[config.mk]
export PLATFORM = sky130hd
export DESIGN_NAME = ps2_key_receiver
export DESIGN_NICKNAME = d
export VERILOG_FILES = /design/src/rtl/ps2_pkg.sv /design/src/rtl/ps2_sync_filter.sv /design/src/rtl/ps2_key_receiver.sv
export SDC_FILE = /design/constraint.sdc
export NUM_CORES = 1
export LEC_CHECK = 0
export CAP_MARGIN = 20
export CELL_PAD_IN_SITES_DETAIL_PLACEMENT = 0
export CELL_PAD_IN_SITES_GLOBAL_PLACEMENT = 1
export CORE_ASPECT_RATIO = 0.9
export CORE_MARGIN = 10
export CORE_UTILIZATION = 47
export DETAILED_ROUTE_END_ITERATION = 8
export PLACE_DENSITY = 0.87
export SETUP_SLACK_MARGIN = 0.5
export SKIP_CTS_REPAIR_TIMING = 1
export SYNTH_ARGS = -nofsm -noshare
export SYNTH_HDL_FRONTEND = slang
export SYNTH_SLANG_ARGS = --single-unit
[constraint.sdc]
create_clock -name clk -period 2.55 [get_ports clk]
set_input_delay 0.3825 -clock clk [delete_from_list [all_inputs] [get_ports clk]]
set_output_delay 0.3825 -clock clk [all_outputs]
set_load 0.1 [all_outputs]
[src/rtl/ps2_pkg.sv]
// rtl/ps2_pkg.sv - PS/2 receiver shared types, scan-code constants and parity helper
package ps2_pkg;

    typedef enum logic [1:0] {
        IDLE   = 2'd0,
        DATA   = 2'd1,
        PARITY = 2'd2,
        STOP   = 2'd3
    } ps2_state_t;

    localparam logic [7:0] PS2_EXT_PREFIX   = 8'hE0;
    localparam logic [7:0] PS2_BREAK_PREFIX = 8'hF0;

    localparam logic [7:0] PS2_KEY_LEFT  = 8'h6B;
    localparam logic [7:0] PS2_KEY_RIGHT = 8'h74;
    localparam logic [7:0] PS2_KEY_UP    = 8'h75;
    localparam logic [7:0] PS2_KEY_DOWN  = 8'h72;

    // PS/2 uses odd parity across the data byte plus the parity bit
    function automatic logic odd_parity_ok(input logic [7:0] data, input logic par);
        return ^{data, par};
    endfunction

endpackage

[src/rtl/ps2_sync_filter.sv]
// rtl/ps2_sync_filter.sv - two-flop synchronizers plus ps2_clk glitch filter and falling-edge pulse
module ps2_sync_filter #(
    parameter int FILTER_LEN = 4
) (
    input  logic clk,
    input  logic rst,
    input  logic ps2_clk,
    input  logic ps2_data,
    output logic clk_fall,
    output logic data_sync
);

    localparam int FW = $clog2(FILTER_LEN + 1);

    logic          clk_meta;
    logic          clk_sync;
    logic          data_meta;
    logic          clk_filt;
    logic [FW-1:0] run_cnt;

    // Lines idle high, so synchronizers and filter come out of reset at 1 to avoid a fake edge.
    always_ff @(posedge clk or negedge rst) begin
        if (!rst) begin
            clk_meta  <= 1'b1;
            clk_sync  <= 1'b1;
            data_meta <= 1'b1;
            data_sync <= 1'b1;
            clk_filt  <= 1'b1;
            run_cnt   <= '0;
            clk_fall  <= 1'b0;
        end else begin
            clk_meta  <= ps2_clk;
            clk_sync  <= clk_meta;
            data_meta <= ps2_data;
            data_sync <= data_meta;
            clk_fall  <= 1'b0;
            if (clk_sync != clk_filt) begin
                if (run_cnt == FW'(FILTER_LEN - 1)) begin
                    clk_filt <= clk_sync;
                    run_cnt  <= '0;
                    clk_fall <= clk_filt;
                end else begin
                    run_cnt <= run_cnt + 1'b1;
                end
            end else begin
                run_cnt <= '0;
            end
        end
    end

endmodule

[src/rtl/ps2_key_receiver.sv]
// rtl/ps2_key_receiver.sv - PS/2 keyboard frame receiver with E0/F0 prefix decode; parity check under PS2_PARITY_CHECK_EN
module ps2_key_receiver
    import ps2_pkg::*;
#(
    parameter int TIMEOUT_CYC = 200000,
    parameter int FILTER_LEN  = 4
) (
    input  logic       clk,
    input  logic       rst,
    input  logic       ps2_clk,
    input  logic       ps2_data,
    output logic [7:0] keyboardCode,
    output logic       ps2_ready,
    output logic       key_break,
    output logic       key_ext,
    output logic       frame_err
);

    localparam int TW = $clog2(TIMEOUT_CYC + 1);

    ps2_state_t    state;
    ps2_state_t    state_nxt;
    logic          sample;
    logic          bit_in;
    logic [2:0]    bit_cnt;
    logic [7:0]    shift_q;
    logic [TW-1:0] idle_cnt;
    logic          ext_flag;
    logic          brk_flag;
    logic          timeout_hit;
    logic          parity_ok;
    logic          frame_good;
    logic          frame_bad;

    ps2_sync_filter #(.FILTER_LEN(FILTER_LEN)) u_sync_filter (
        .clk       (clk),
        .rst       (rst),
        .ps2_clk   (ps2_clk),
        .ps2_data  (ps2_data),
        .clk_fall  (sample),
        .data_sync (bit_in)
    );

`ifdef PS2_PARITY_CHECK_EN
    logic par_q;

    always_ff @(posedge clk or negedge rst) begin
        if (!rst) begin
            par_q <= 1'b0;
        end else if (sample && state == PARITY) begin
            par_q <= bit_in;
        end
    end

    assign parity_ok = odd_parity_ok(shift_q, par_q);
`else
    assign parity_ok = 1'b1;
`endif

    assign timeout_hit = (state != IDLE) && !sample && (idle_cnt == TW'(TIMEOUT_CYC - 1));

    always_ff @(posedge clk or negedge rst) begin
        if (!rst) begin
            state <= IDLE;
        end else begin
            state <= state_nxt;
        end
    end

    always_comb begin
        state_nxt  = state;
        frame_good = 1'b0;
        frame_bad  = 1'b0;
        if (timeout_hit) begin
            state_nxt = IDLE;
            frame_bad = 1'b1;
        end else if (sample) begin
            case (state)
                IDLE: begin
                    if (!bit_in) state_nxt = DATA;
                    else         frame_bad = 1'b1;
                end
                DATA: begin
                    if (bit_cnt == 3'd7) state_nxt = PARITY;
                end
                PARITY: state_nxt = STOP;
                STOP: begin
                    state_nxt = IDLE;
                    if (bit_in && parity_ok) frame_good = 1'b1;
                    else                     frame_bad  = 1'b1;
                end
                default: state_nxt = IDLE;
            endcase
        end
    end

    always_ff @(posedge clk or negedge rst) begin
        if (!rst) begin
            bit_cnt      <= 3'd0;
            shift_q      <= 8'h00;
            idle_cnt     <= '0;
            ext_flag     <= 1'b0;
            brk_flag     <= 1'b0;
            keyboardCode <= 8'h00;
            ps2_ready    <= 1'b0;
            key_break    <= 1'b0;
            key_ext      <= 1'b0;
            frame_err    <= 1'b0;
        end else begin
            ps2_ready <= 1'b0;
            frame_err <= frame_bad;

            if (state == IDLE || sample) idle_cnt <= '0;
            else                         idle_cnt <= idle_cnt + 1'b1;

            if (sample && state == IDLE) bit_cnt <= 3'd0;
            if (sample && state == DATA) begin
                shift_q <= {bit_in, shift_q[7:1]};
                bit_cnt <= bit_cnt + 3'd1;
            end

            if (timeout_hit) begin
                ext_flag <= 1'b0;
                brk_flag <= 1'b0;
            end

            // Prefix bytes only arm flags; the next real code consumes them.
            if (frame_good) begin
                if (shift_q == PS2_EXT_PREFIX) begin
                    ext_flag <= 1'b1;
                end else if (shift_q == PS2_BREAK_PREFIX) begin
                    brk_flag <= 1'b1;
                end else begin
                    keyboardCode <= shift_q;
                    key_break    <= brk_flag;
                    key_ext      <= ext_flag;
                    ps2_ready    <= 1'b1;
                    ext_flag     <= 1'b0;
                    brk_flag     <= 1'b0;
                end
            end
        end
    end

endmodule

==> metrics.txt, run 1 <==
# TYPE chip_impl_metric gauge
chip_impl_metric{name="gp_congestion",unit=""} 0.760
chip_impl_metric{name="fillers",unit=""} 424
chip_impl_info{name="yosys_most_used_dff",value="sky130_fd_sc_hd__dfrtp_1"} 1
chip_impl_metric{name="grt_usage",unit="%"} 10.6
chip_impl_metric{name="vias_per_cell",unit=""} 5.18
chip_impl_metric{name="final.min_clock_period",unit="ns"} 1.98
chip_impl_metric{name="fin_tns_setup",unit="ns"} 0
chip_impl_metric{name="drc",unit=""} 0
chip_impl_metric{name="clock_skew",unit="ns"} 0.0107
chip_impl_info{name="yosysTopAreaCell",value="sky130_fd_sc_hd__dfrtp_1"} 1
chip_impl_info{name="run_status",value="complete, no violations"} 1
chip_impl_metric{name="area_overhead_of_the_layout_relative_to_synthesis",unit="%"} 15.5
chip_impl_metric{name="synth.yosys.warnings",unit=""} 0
chip_impl_metric{name="worst-slew-pin-transition",unit="ns"} 0.831
chip_impl_metric{name="drtIter0Drc",unit=""} 62
chip_impl_metric{name="synth.ff_latch_count",unit=""} 54
chip_impl_metric{name="design.core.area",unit="um2"} 4860
chip_impl_info{name="post-synth-top-count-cell",value="sky130_fd_sc_hd__dfrtp_1"} 1
chip_impl_metric{name="setup_viol_count_final",unit=""} 0
chip_impl_metric{name="final_hold_viol_count",unit=""} 0
chip_impl_metric{name="firstDrtPassIters",unit=""} 4
chip_impl_metric{name="cts.sink_count",unit=""} 54
chip_impl_metric{name="placedInstanceArea",unit="um2"} 2560
chip_impl_metric{name="antennaDiodeCount",unit=""} 0
chip_impl_metric{name="synth.lib_cells_used.distinct",unit=""} 39
chip_impl_metric{name="largest_net_degree_at_the_start_of_global_routing",unit=""} 41
chip_impl_metric{name="ctsLongestPathBuffers",unit=""} 2
chip_impl_metric{name="post_route_cells_drive_above_1_share",unit="%"} 30.2
chip_impl_metric{name="global_route_wire_length_before_repair",unit="mm"} 7.11
chip_impl_info{name="hold_class",value="input pin to async pin"} 1
chip_impl_metric{name="clk_pin_slew",unit="ns"} 0.11
chip_impl_metric{name="seq_total_area_yosys",unit="%"} 57.4
chip_impl_info{name="timing_worst_setup_path_type",value="flip-flop to flip-flop"} 1
chip_impl_metric{name="port_buffers",unit=""} 15
chip_impl_metric{name="clk_latency",unit="ns"} 0.31
chip_impl_info{name="synth_commonest_cells",value="sky130_fd_sc_hd__dfrtp_1 (49), sky130_fd_sc_hd__mux2_2 (19), sky130_fd_sc_hd__nor2_1 (16)"} 1
chip_impl_info{name="cp-end-kind",value="flip-flop"} 1
chip_impl_metric{name="number_of_max_slew_violations_in_the_final_report",unit=""} 0
chip_impl_metric{name="maxCapViolations",unit=""} 0
chip_impl_metric{name="fin_area",unit="um2"} 2730
chip_impl_info{name="cts_root_buf",value="sky130_fd_sc_hd__clkbuf_8"} 1
chip_impl_metric{name="data_required_time_at_the_worst_endpoint",unit="ns"} 2.78
chip_impl_metric{name="rows",unit=""} 24
chip_impl_metric{name="achievable-frequency",unit="MHz"} 506
chip_impl_metric{name="fp.dieW",unit="um"} 94.8
chip_impl_metric{name="ioPinCount",unit=""} 16
chip_impl_metric{name="synth_area",unit="um2"} 2360
chip_impl_metric{name="initial_antenna_violation_count",unit=""} 0
chip_impl_metric{name="synth_enable_flop_cells",unit=""} 0
chip_impl_metric{name="vdd.ir_drop.worst",unit="mV"} 0.445
chip_impl_metric{name="die_area",unit="um2"} 8270
chip_impl_metric{name="slew-limit-headroom",unit="%"} 44.6
chip_impl_metric{name="worst-endpoint-arrival",unit="ns"} 2.21
chip_impl_metric{name="dr_total_vias",unit=""} 1487
chip_impl_metric{name="design.final.nets",unit=""} 233
chip_impl_metric{name="p_leak",unit="nW"} 1.29
chip_impl_metric{name="final.period_utilization",unit="%"} 77.5
chip_impl_metric{name="finalWirelength",unit="mm"} 4.19
chip_impl_metric{name="totalPowerFinal",unit="W"} 0.00205
chip_impl_metric{name="synth_top_area_share",unit="%"} 51.9
chip_impl_metric{name="die_h",unit="um"} 87.3
chip_impl_metric{name="route.detailed.wl_per_inst",unit="um"} 14.6
chip_impl_info{name="synth.area.top_cells",value="sky130_fd_sc_hd__dfrtp_1 (52%), sky130_fd_sc_hd__mux2_2 (9.1%), sky130_fd_sc_hd__dfstp_2 (5.6%)"} 1
chip_impl_info{name="grt_setup_unrepaired",value="no"} 1
chip_impl_metric{name="post-route-util",unit="%"} 56.1
chip_impl_metric{name="postSynth.asyncResetShare",unit="%"} 100
chip_impl_metric{name="total_nets_after_synthesis",unit=""} 206
chip_impl_metric{name="floorplan.initialDensity",unit="%"} 48.6
chip_impl_metric{name="ctsHtreeMaxLevel",unit=""} 2
chip_impl_metric{name="cts-buffers-inserted",unit=""} 5
chip_impl_metric{name="synth.avg_cell_area",unit="um2"} 12.2
chip_impl_metric{name="postRouteAntennaNets",unit=""} 0
chip_impl_info{name="tritoncts",value="yes"} 1
chip_impl_metric{name="multi_input_area",unit="um2"} 972
chip_impl_metric{name="vias_in_the_first_global_route",unit=""} 1484
chip_impl_metric{name="syn_inst",unit=""} 194
chip_impl_info{name="setup.worst_path.start_class",value="flip-flop"} 1
chip_impl_metric{name="critical_path.max_fanout",unit=""} 6
chip_impl_metric{name="aggregate_global_routing_overflow",unit=""} 0
chip_impl_metric{name="sequential_cell_area_in_the_final_layout",unit="um2"} 1360
chip_impl_metric{name="powerDensity",unit="nW/um2"} 751
chip_impl_metric{name="dp_hpwl",unit="mm"} 2.85
[critical path, cell delays in order, from the launching register on]
cell	delay (ns)
sky130_fd_sc_hd__dfrtp_1	0.44
sky130_fd_sc_hd__ha_4	0.19
sky130_fd_sc_hd__nand4_4	0.14
sky130_fd_sc_hd__or4_4	0.58
sky130_fd_sc_hd__or3_1	0.38
sky130_fd_sc_hd__a21oi_1	0.18
[routing by layer]
layer	share of wire [%]	routed length (um)	track usage, %	vias up
met1	49	2040	14.1	723
met4	1.0	42	2.85	0
met3	3.5	145	2.84	4
met5	0	0	0	-
li1	-	-	-	739
met2	47	1960	16.7	21
[kinds of logic after synthesis]
family / count (synthesis) / share of synthesized area [%]
mux: 21 / 9.90
flops: 54 / 57.4
simple gates: 63 / 15.6
buf+inv: 14 / 2.86
compound gates: 23 / 5.88
fa+ha+maj: 8 / 4.24
xor+xnor: 11 / 4.08
[state kept, by name, indices dropped and copies added (netlist names)]
| signal | flops |
|---|---|
| ps2_ready | 1 |
| idle_cnt | 18 |
| shift_q | 8 |
| state | 2 |
| frame_err | 1 |
| u_sync_filter.clk_fall | 1 |
| u_sync_filter.clk_filt | 1 |
| u_sync_filter.data_meta | 1 |
| brk_flag | 1 |
| u_sync_filter.run_cnt | 3 |
| u_sync_filter.clk_sync | 1 |
| key_break | 1 |
| bit_cnt | 3 |
| key_ext | 1 |
| ext_flag | 1 |
| keyboardCode | 8 |
| u_sync_filter.data_sync | 1 |
| u_sync_filter.clk_meta | 1 |
[power by group]
group | leakage (nW) | switching, W | internal, W
Combinational | 0.518 | 0.000257 | 0.000218
Sequential | 0.721 | 0.000110 | 0.000965
Clock | 0.0506 | 0.000294 | 0.000206
Total | 1.29 | 0.000661 | 0.00139
[final timing paths]
| check | startpoint | endpoint | slack [ns] | cells after the start |
|---|---|---|---|---|
| min | rst | keyboardCode[6] | 0.16 | 1 |
| min in group clk | u_sync_filter.clk_meta | u_sync_filter.clk_sync | 0.36 | 0 |
| max in group asynchronous | rst | idle_cnt[4] | 1.74 | 2 |
| max reg2reg | idle_cnt[0] | idle_cnt[16] | 0.57 | 5 |
| max | idle_cnt[0] | idle_cnt[16] | 0.57 | 5 |
| min reg2reg | u_sync_filter.clk_meta | u_sync_filter.clk_sync | 0.36 | 0 |
[final cells by class]
cell class	count	share of cell area, %
Sequential cell	54	49.7
Clock inverter	3	1.05
Tap cell	65	2.98
Clock buffer	5	2.52
Timing Repair Buffer	24	6.69
Inverter	10	1.38
Multi-Input combinational cell	126	35.6
[through the flow]
stage,hold slack [ns],setup slack [ns],instances
6_report,0.158,0.573,287
5_1_grt,0.205,0.514,287
4_1_cts,0.183,0.437,282
3_5_place_dp,0.351,0.462,274
3_3_place_gp,0.346,0.586,274
2_1_floorplan,0.0869,0.550,194
[layout by cell type (no fill, tap or decap), drive strengths merged, types with 8 or more instances in the layout]
cell,n
nand2,10
o21ai,9
buf,22
dfrtp,49
ha,8
mux2,19
nor2,16
inv,12
(Power assumes the default switching activity.)
==> run 2, diff against run 1 <==
--- a/config.mk
+++ b/config.mk
@@ -10,9 +10,9 @@
 export CELL_PAD_IN_SITES_GLOBAL_PLACEMENT = 1
 export CORE_ASPECT_RATIO = 0.9
 export CORE_MARGIN = 10
-export CORE_UTILIZATION = 47
+export CORE_UTILIZATION = 42
 export DETAILED_ROUTE_END_ITERATION = 8
-export PLACE_DENSITY = 0.87
+export PLACE_DENSITY = 0.83
 export SETUP_SLACK_MARGIN = 0.5
 export SKIP_CTS_REPAIR_TIMING = 1
 export SYNTH_ARGS = -nofsm -noshare
==> constraint.sdc (replaced) <==
create_clock -name clk -period 1.8 [get_ports clk]
set_input_delay 0.27 -clock clk [delete_from_list [all_inputs] [get_ports clk]]
set_output_delay 0.27 -clock clk [all_outputs]
set_load 0.1 [all_outputs]
==> run 2 against run 1 <==
Against the previous run: global-route usage shrank 1.3 points; sequential share of layout area down 3.1 points; highest routed layer unchanged; critical path depth increased by 2; critical path type unchanged; via count grew 4.0%; core utilization fell by 1.6 points.
==> metrics.txt, run 2 (synthesis gave the netlist of run 1 again) <==
# TYPE chip_impl_metric gauge
chip_impl_metric{name="final.min_clock_period",unit="ns"} 1.78
chip_impl_metric{name="number_of_max_slew_violations_in_the_final_report",unit=""} 0
chip_impl_metric{name="floorplan.initialDensity",unit="%"} 44.2
chip_impl_info{name="timing_worst_setup_path_type",value="flip-flop to flip-flop"} 1
chip_impl_metric{name="die_area",unit="um2"} 9030
chip_impl_info{name="cp-end-kind",value="flip-flop"} 1
chip_impl_metric{name="drc",unit=""} 0
chip_impl_info{name="critical-path-top-delay-family",value="simple AND/OR/NAND/NOR gates"} 1
chip_impl_metric{name="power.switching_fraction",unit="%"} 31.8
chip_impl_metric{name="power.share.clock",unit="%"} 24.1
chip_impl_metric{name="global_route_wire_length_before_repair",unit="mm"} 7.20
chip_impl_metric{name="comb_pwr_share",unit="%"} 24.4
chip_impl_metric{name="cts.sink_count",unit=""} 54
chip_impl_metric{name="ctsLongestPathBuffers",unit=""} 2
chip_impl_metric{name="dr_total_vias",unit=""} 1547
chip_impl_metric{name="critical_path_max_stage_delay",unit="ns"} 0.43
chip_impl_metric{name="largest_register_ff_count",unit=""} 18
chip_impl_metric{name="cts-buffers-inserted",unit=""} 5
chip_impl_metric{name="ioPinCount",unit=""} 16
chip_impl_metric{name="numPlacedInstances",unit=""} 284
chip_impl_metric{name="gp_congestion",unit=""} 0.815
chip_impl_info{name="launch_point_of_the_worst_hold_path",value="u_sync_filter.clk_meta"} 1
chip_impl_metric{name="port_buffers",unit=""} 15
chip_impl_metric{name="area_overhead_of_the_layout_relative_to_synthesis",unit="%"} 23.3
chip_impl_metric{name="initial_antenna_violation_count",unit=""} 0
chip_impl_metric{name="clk_pin_slew",unit="ns"} 0.10
chip_impl_metric{name="achievable-frequency",unit="MHz"} 561
chip_impl_metric{name="grt_usage",unit="%"} 9.32
chip_impl_info{name="largestRegisters",value="idle_cnt x18, keyboardCode x8, shift_q x8"} 1
chip_impl_info{name="setup.worst_path.start_class",value="flip-flop"} 1
chip_impl_metric{name="fp.dieW",unit="um"} 99.1
chip_impl_metric{name="post_route_cells_drive_above_1_share",unit="%"} 38.6
chip_impl_metric{name="path_buf_inv",unit=""} 2
chip_impl_info{name="crit_chain",value="inv_2, ha_4, or2_4, or4_4, nor4_4, buf_4, a21o_1"} 1
chip_impl_metric{name="clk_latency",unit="ns"} 0.31
chip_impl_metric{name="met3RoutedLength",unit="um"} 83
chip_impl_metric{name="fillers",unit=""} 437
chip_impl_metric{name="route.layer.met1.wl",unit="mm"} 2.11
chip_impl_metric{name="vias_in_the_first_global_route",unit=""} 1567
chip_impl_metric{name="postRouteAntennaNets",unit=""} 0
chip_impl_metric{name="internal_dissipation",unit="W"} 0.00202
chip_impl_metric{name="drtIter0Drc",unit=""} 59
chip_impl_info{name="most-common-layout-cells",value="sky130_fd_sc_hd__dfrtp_1 (47), sky130_fd_sc_hd__buf_4 (27), sky130_fd_sc_hd__mux2_2 (18)"} 1
chip_impl_info{name="grt_setup_unrepaired",value="yes"} 1
chip_impl_metric{name="maxCapViolations",unit=""} 0
chip_impl_metric{name="met2WireLength",unit="mm"} 2.08
chip_impl_metric{name="p_switching",unit="W"} 0.000944
chip_impl_metric{name="holdPathStages",unit=""} 0
chip_impl_metric{name="design.final.nets",unit=""} 244
chip_impl_metric{name="worst-endpoint-arrival",unit="ns"} 2.03
chip_impl_metric{name="design.core.area",unit="um2"} 5350
chip_impl_info{name="highest-signal-layer",value="met4"} 1
chip_impl_metric{name="die_h",unit="um"} 91.2
chip_impl_metric{name="rows",unit=""} 25
chip_impl_info{name="run_status",value="complete, no violations"} 1
chip_impl_info{name="cts_root_buf",value="sky130_fd_sc_hd__clkbuf_8"} 1
chip_impl_metric{name="worstRegToRegCells",unit=""} 7
chip_impl_info{name="tritoncts",value="yes"} 1
chip_impl_metric{name="critical_path.max_fanout",unit=""} 4
chip_impl_info{name="registers.top_by_ff_count",value="idle_cnt"} 1
chip_impl_metric{name="vias_per_cell",unit=""} 5.16
chip_impl_metric{name="aggregate_global_routing_overflow",unit=""} 0
chip_impl_metric{name="finalWirelength",unit="mm"} 4.32
chip_impl_metric{name="slew-limit-headroom",unit="%"} 75.4
chip_impl_metric{name="p_leak",unit="nW"} 1.34
chip_impl_info{name="layout_commonest_cell",value="sky130_fd_sc_hd__dfrtp_1"} 1
chip_impl_metric{name="route.detailed.wl_per_inst",unit="um"} 14.4
chip_impl_metric{name="clock_skew",unit="ns"} 0.00465
chip_impl_metric{name="data_required_time_at_the_worst_endpoint",unit="ns"} 2.05
chip_impl_metric{name="dp_hpwl",unit="mm"} 2.97
chip_impl_metric{name="firstDrtPassIters",unit=""} 4
chip_impl_metric{name="setup_viol_count_final",unit=""} 0
chip_impl_metric{name="seqPwrFrac",unit="%"} 51.4
chip_impl_metric{name="fin_tns_setup",unit="ns"} 0
chip_impl_metric{name="ctsHtreeMaxLevel",unit=""} 2
chip_impl_info{name="hold_class",value="flip-flop to flip-flop"} 1
chip_impl_metric{name="final.period_utilization",unit="%"} 99.0
chip_impl_info{name="ff_to_ff_start",value="state[1]"} 1
chip_impl_metric{name="vdd.ir_drop.worst",unit="mV"} 0.540
chip_impl_metric{name="antennaDiodeCount",unit=""} 0
chip_impl_metric{name="r2r_setup_slack",unit="ns"} 0.02
chip_impl_metric{name="totalPowerFinal",unit="W"} 0.00296
chip_impl_info{name="critPathSlowestCell",value="sky130_fd_sc_hd__or4_4"} 1
chip_impl_info{name="worstHoldEndpoint",value="u_sync_filter.clk_sync"} 1
chip_impl_metric{name="final_hold_viol_count",unit=""} 0
chip_impl_info{name="r2r-end",value="frame_err"} 1
chip_impl_metric{name="worst-slew-pin-transition",unit="ns"} 0.369
chip_impl_metric{name="final-instance-count-excl-fill",unit=""} 300
chip_impl_metric{name="largest_net_degree_at_the_start_of_global_routing",unit=""} 30
chip_impl_metric{name="powerDensity",unit="nW/um2"} 1020
-- run 2: layout make-up --
class / count / area (um2) / share of cell area [%]
flip-flops and latches: 54 / 1360 / 46.7
multi-input cells: 127 / 1060 / 36.5
repair buffers: 34 / 272 / 9.31
well taps: 67 / 83.8 / 2.88
clock buffers: 6 / 82.6 / 2.83
inverters: 10 / 37.5 / 1.29
clock inverters: 2 / 16.3 / 0.558
-- run 2: worst max path at each step --
| stage | start | endpoint | slack (ns) | cells past startpoint |
|---|---|---|---|---|
| after floorplan | state[0] | state[1] | -0.03 | 7 |
| after global placement | state[1] | state[1] | 0.06 | 6 |
| after detailed placement | state[0] | state[1] | 0.03 | 6 |
| after CTS | state[1] | state[1] | 0.01 | 6 |
| after global routing | state[1] | frame_err | -0.07 | 7 |
| final | state[1] | frame_err | 0.02 | 7 |
-- run 2: power groups by stage --
| stage | Clock, W | Combinational (W) | Sequential [W] |
|---|---|---|---|
| after floorplan | 0 | 0.000444 | 0.00153 |
| after global placement | 0 | 0.000588 | 0.00154 |
| after detailed placement | 0 | 0.000608 | 0.00155 |
| after CTS | 0.000738 | 0.000608 | 0.00152 |
| after global routing | 0.000789 | 0.000815 | 0.00154 |
| final | 0.000716 | 0.000724 | 0.00152 |
-- run 2: per-layer routing --
layer  GRT usage, %  vias to the layer above
li1               -                      758
met1           12.2                      770
met2           14.5                       15
met3           2.42                        4
met4           3.22                        0
met5              0                        -
-- run 2: per-stage QoR --
step | util, % | cell area, um2 | hold slack [ns] | worst slack (ns)
after floorplan | - | 2420 | -0.0256 | -0.0305
after global placement | 49.9 | 2670 | 0.288 | 0.0593
after detailed placement | 49.9 | 2670 | 0.290 | 0.0344
after CTS | 51.7 | 2770 | -0.0464 | 0.0149
after global routing | 54.5 | 2920 | 0.341 | -0.0713
final | 54.5 | 2920 | 0.360 | 0.0183
